===== config.mk =====
export PLATFORM = sky130hd
export DESIGN_NAME = mux_sel_sequencer
export DESIGN_NICKNAME = d
export VERILOG_FILES = /design/src/rtl/mux_sel_sequencer.sv
export SDC_FILE = /design/constraint.sdc
export NUM_CORES = 1
export LEC_CHECK = 0
export BUFFER_PORTS_ARGS = -buffer_cell sky130_fd_sc_hd__clkbuf_2
export CORE_ASPECT_RATIO = 1.75
export CORE_MARGIN = 4
export CORE_UTILIZATION = 35
export CTS_CLUSTER_SIZE = 12
export DETAILED_ROUTE_END_ITERATION = 8
export GPL_TIMING_DRIVEN = 0
export REMOVE_ABC_BUFFERS = 1
export SLEW_MARGIN = 25
export SYNTH_ARGS = -nofsm -noshare
export SYNTH_HDL_FRONTEND = slang
export SYNTH_SLANG_ARGS = --single-unit

===== constraint.sdc =====
create_clock -name clk -period 2.4 [get_ports clk]
set_clock_uncertainty 0.1 [all_clocks]
set_input_delay 0.12 -clock clk [delete_from_list [all_inputs] [get_ports clk]]
set_output_delay 0.12 -clock clk [all_outputs]
set_load 0.05 [all_outputs]

===== src/rtl/mux_sel_sequencer.sv =====
// Select-tree mux scanner: walks enabled channels, samples the mux output
// after a settle time, and hands the packed word downstream via valid/ready.
module mux_sel_sequencer #(
   parameter int SEL_W      = 2,
   parameter int SETTLE_CYC = 1
) (
   input  logic                  clk,
   input  logic                  rst,
   input  logic                  start_i,
   input  logic [(1<<SEL_W)-1:0] ch_en_i,
   output logic [SEL_W-1:0]      sel_o,
   input  logic                  mux_i,
   output logic [(1<<SEL_W)-1:0] data_o,
   output logic                  valid_o,
   input  logic                  ready_i,
   output logic                  busy_o
);

   localparam int NCH = 1 << SEL_W;
   localparam int CW  = (SETTLE_CYC > 0) ? $clog2(SETTLE_CYC + 1) : 1;
   localparam logic [CW-1:0] SETTLE = CW'(SETTLE_CYC);

   typedef enum logic [1:0] {
      IDLE,
      SCAN,
      DONE
   } state_t;

   state_t           state_q, state_d;
   logic [SEL_W-1:0] sel_q, sel_d;
   logic [CW-1:0]    cnt_q, cnt_d;
   logic [NCH-1:0]   mask_q, mask_d;
   logic [NCH-1:0]   shadow_q, shadow_d;
   logic [NCH-1:0]   data_q, data_d;
   logic             valid_q, valid_d;

   logic [SEL_W-1:0] first_sel;
   logic [SEL_W-1:0] nxt_sel;
   logic             has_nxt;

   // Lowest enabled channel in the incoming mask.
   always_comb begin
      first_sel = '0;
      for (int i = NCH - 1; i >= 0; i--) begin
         if (ch_en_i[i]) first_sel = SEL_W'(i);
      end
   end

   // Lowest enabled channel strictly above the current select.
   always_comb begin
      has_nxt = 1'b0;
      nxt_sel = '0;
      for (int i = NCH - 1; i >= 0; i--) begin
         if (mask_q[i] && (i > int'(sel_q))) begin
            has_nxt = 1'b1;
            nxt_sel = SEL_W'(i);
         end
      end
   end

   always_comb begin
      state_d  = state_q;
      sel_d    = sel_q;
      cnt_d    = cnt_q;
      mask_d   = mask_q;
      shadow_d = shadow_q;
      data_d   = data_q;
      valid_d  = valid_q;
      unique case (state_q)
         IDLE: begin
            sel_d = '0;
            if (start_i) begin
               mask_d   = ch_en_i;
               shadow_d = '0;
               if (|ch_en_i) begin
                  state_d = SCAN;
                  sel_d   = first_sel;
                  cnt_d   = SETTLE;
               end else begin
                  state_d = DONE;
                  data_d  = '0;
                  valid_d = 1'b1;
               end
            end
         end
         SCAN: begin
            if (cnt_q != '0) begin
               cnt_d = cnt_q - CW'(1);
            end else begin
               shadow_d[sel_q] = mux_i;
               if (has_nxt) begin
                  sel_d = nxt_sel;
                  cnt_d = SETTLE;
               end else begin
                  data_d  = shadow_d;
                  valid_d = 1'b1;
                  state_d = DONE;
               end
            end
         end
         DONE: begin
            if (ready_i) begin
               valid_d = 1'b0;
               sel_d   = '0;
               state_d = IDLE;
            end
         end
         default: begin
            state_d = IDLE;
         end
      endcase
   end

   always_ff @(posedge clk) begin
      if (rst) begin
         state_q  <= IDLE;
         sel_q    <= '0;
         cnt_q    <= '0;
         mask_q   <= '0;
         shadow_q <= '0;
         data_q   <= '0;
         valid_q  <= 1'b0;
      end else begin
         state_q  <= state_d;
         sel_q    <= sel_d;
         cnt_q    <= cnt_d;
         mask_q   <= mask_d;
         shadow_q <= shadow_d;
         data_q   <= data_d;
         valid_q  <= valid_d;
      end
   end

   assign sel_o   = sel_q;
   assign data_o  = data_q;
   assign valid_o = valid_q;
   assign busy_o  = (state_q != IDLE);

endmodule


==> impl_results.md <==
- Run status: complete, no violations
- Most frequent cells after synthesis: 17 x sky130_fd_sc_hd__dfxtp_1, 15 x sky130_fd_sc_hd__nand2_1, 12 x sky130_fd_sc_hd__a21oi_1, 9 x sky130_fd_sc_hd__nand3_1
- Leak: 0.0004751 uW
- Port buffer count: 16
- First-pass iteration count of the detailed router: 4
- Maximum fanout along the worst path: 14
- Total power density per cell area: 1161 nW/um^2
- GRT Residual Overflow: 0
- Endpoints failing setup: 0
- Highest routed layer: met4
- Fraction of registers with async set/reset: 0%
- Distinct cells, synth: 38
- Number of global-route vias before repair: around 990
- Count of pins over their slew limit: 0
- Average routed wire per standard cell: 14.14 microns
- Clock network latency to the later pin of the worst-skew pair: 0.25 ns
- Hold WC Path Type: in2reg
- Max clock buf depth: 2
- Number of nets in the layout: 158
- Most frequently used cell type in the post-synthesis netlist: sky130_fd_sc_hd__dfxtp_1
- Startpoint types: flip-flop
- Total via count in the routed design: 985
- Area of all sequential standard cells: 340.3 sq um
- Final worst-path cycle share: 82.03%
- Post-route minimum period: 1.969 ns
- Sinks on the clock net: 17
- Remaining routing DRC violations: 0
- Cts repair resizes: 0
- Layout filler cell count: 291
- Antenna violations before repair: 0
- Via-to-Cell Ratio: 5.760
- Sum of met3 wire segment lengths after detailed routing: 78 microns
- Deepest level of the CTS H-tree: 1
- Hold violation total from the final report: 0
- Sort of element at the end of the critical path: flip-flop
- Total routing usage reported by global routing: between 10% and 20%
- Number of buffers created by CTS: 3
- Commonest register cell after synthesis: sky130_fd_sc_hd__dfxtp_1
- Global-route wire length before repair: 4.167 mm
- Die ar.: slightly below 4000 sq um
- Initial Utilization: between 30 and 40%
- TritonCTS clock tree: done
- Pin count of the biggest net entering global routing: 16
- Class of the most critical setup path: reg2reg
- Cell count after synthesis: 129
- Setup slack on the worst flop-to-flop path: between 0.4 and 0.5 ns
- DRT met1 WL: about 960 microns
- Critical Path AT: 2.04 ns
- Synth area leaders: sky130_fd_sc_hd__dfxtp_1 33%, sky130_fd_sc_hd__a21oi_1 5.8%, sky130_fd_sc_hd__nand2_1 5.4%
- Ports: 17
- Mean post-synth cell area: 8.041 sq um
- Synth top area share: 32.81%
- Summed area of non-filler cells in the final layout: ~1200 sq um
- Reported max-cap violation count: 0
- Horizontal die dimension: 49.15 microns
- Share of cells above drive strength 1: a little under a fifth
- Detail Route Antenna Nets: 0
- IR drop worst, VDD: 513.3 uV
- Max frequency: 508.0 MHz
- Cell area after placement: 1127 sq um
- Tightest slew margin relative to the limit: approximately 64%
- Area of the multi-input gates: 639.4 sq um
- Number of enable-type register cells in the synthesized netlist: 0
- Count of synthesis-stage warnings from yosys: 0
- Routability-driven placement congestion ratio: 0.7805
- RSZ-0062 raised after global routing: false
- Total met2 wirelength after detailed routing: 1.312 mm
- Layout Area Growth over Synthesis: 13.03%
- Cell Area, Synth: 1037 sq um
- Data required time of the critical path: 2.47 ns
- Buffers inserted during post-CTS setup optimization: 0
- Num rows: 25
- Hold buffer count at cts: 0
- Total Negative Setup Slacks: 0 ns
- DRT Wirelength: roughly 2.4 mm
- Sequential share of the synthesized area: 32.81%
- Pin slew with the least headroom to its limit: 0.5375 ns
- Final HPWL from detailed placement: 1.903 mm
- Number of storage elements in the synthesis netlist: 17
- Die H: 80.02 microns
- Core area: 2784 sq um
- Clock transition time at the flip-flop clock pins of the worst setup and hold paths: about 0.060 ns
- Cell at the root of the clock tree: sky130_fd_sc_hd__clkbuf_8
- Most area-hungry cell type in the Yosys netlist: sky130_fd_sc_hd__dfxtp_1
- Initial detailed-routing violation count: 21
- Diodes inserted: 0
==> layout by cell type (no fill, tap or decap), types with 2 or more instances in the layout <==
master                     instances
sky130_fd_sc_hd__dfxtp_1          17
sky130_fd_sc_hd__clkbuf_2         16
sky130_fd_sc_hd__nand2_1          15
sky130_fd_sc_hd__a21oi_1          12
sky130_fd_sc_hd__nand3_1           9
sky130_fd_sc_hd__inv_1             8
sky130_fd_sc_hd__nor2_1            8
sky130_fd_sc_hd__o21ai_0           5
sky130_fd_sc_hd__nor2b_1           4
sky130_fd_sc_hd__mux2i_1           4
sky130_fd_sc_hd__nor3_1            4
sky130_fd_sc_hd__a211oi_1          4
sky130_fd_sc_hd__ha_1              4
sky130_fd_sc_hd__nand2b_1          3
sky130_fd_sc_hd__clkbuf_8          3
sky130_fd_sc_hd__mux2_2            2
sky130_fd_sc_hd__or3b_2            2
sky130_fd_sc_hd__o311ai_0          2
sky130_fd_sc_hd__a22oi_1           2
==> per-stage QoR <==
stage	power (uW)	cells	utilization (%)	worst slack (ns)	hold slack, ns
after floorplan	989.1	124	-	0.5571	0.08907
after global placement	1137	167	40.49	0.4616	0.3156
after detailed placement	1157	167	40.49	0.4166	0.3277
after CTS	1371	171	42.11	0.4194	0.06536
after global routing	1483	171	42.11	0.1790	0.08524
final	1361	171	42.11	0.4313	0.06292
==> final timing paths <==
path / startpoint / to / cells after the start
worst max-delay path: state_q[0] / data_o[0] / 6
worst min-delay path: ch_en_i[2] / mask_q[2] / 3
worst max register to register: state_q[0] / data_o[0] / 6
worst min register to register: data_o[1] / data_o[1] / 2
==> final cells by class <==
| type | count | share of cell area, % |
|---|---|---|
| tap | 27 | 2.882 |
| multi-input combinational | 98 | 54.54 |
| clock buffer | 4 | 3.842 |
| timing repair buffer | 16 | 6.830 |
| sequential | 17 | 29.03 |
| inverter | 9 | 2.882 |
==> power breakdown <==
group / leakage [uW] / internal (uW) / switching (uW)
clock: 0.0000228 / 118 / 92.4
combinational: 0.000314 / 270 / 478
sequential: 0.000139 / 339 / 64.2
==> layer usage <==
layer | up-vias | track usage [%]
met2 | 23 | 25.40
met5 | - | 0
met4 | 0 | 6.268
met3 | 9 | 1.869
li1 | 505 | -
met1 | 448 | 14.37
==> cell families (layout without fill, tap and decap cells) <==
logic type	after synthesis	count (layout)	synth area share (%)
adder cells (fa/ha/maj)	4	4	4.825
flip-flops	17	17	32.81
buffers and inverters	14	29	5.548
multiplexers	6	6	6.031
AND/OR/NAND/NOR	47	47	22.20
AO/OA/AOI/OAI	41	41	28.59
==> flip-flops by register name, summed over array words and instances, names as in the netlist <==
register,flops
shadow_q,4
cnt_q,1
state_q,2
mask_q,3
data_o,4
sel_o,2
valid_o,1
==> critical path: stages, from the launching register on <==
cell and delay, ns:
sky130_fd_sc_hd__dfxtp_1 0.36, sky130_fd_sc_hd__inv_1 0.08, sky130_fd_sc_hd__ha_1 0.36, sky130_fd_sc_hd__nand2b_1 0.17
sky130_fd_sc_hd__o211ai_1 0.19, sky130_fd_sc_hd__or3_4 0.45, sky130_fd_sc_hd__o21ai_0 0.17
(Power assumes the default switching activity.)
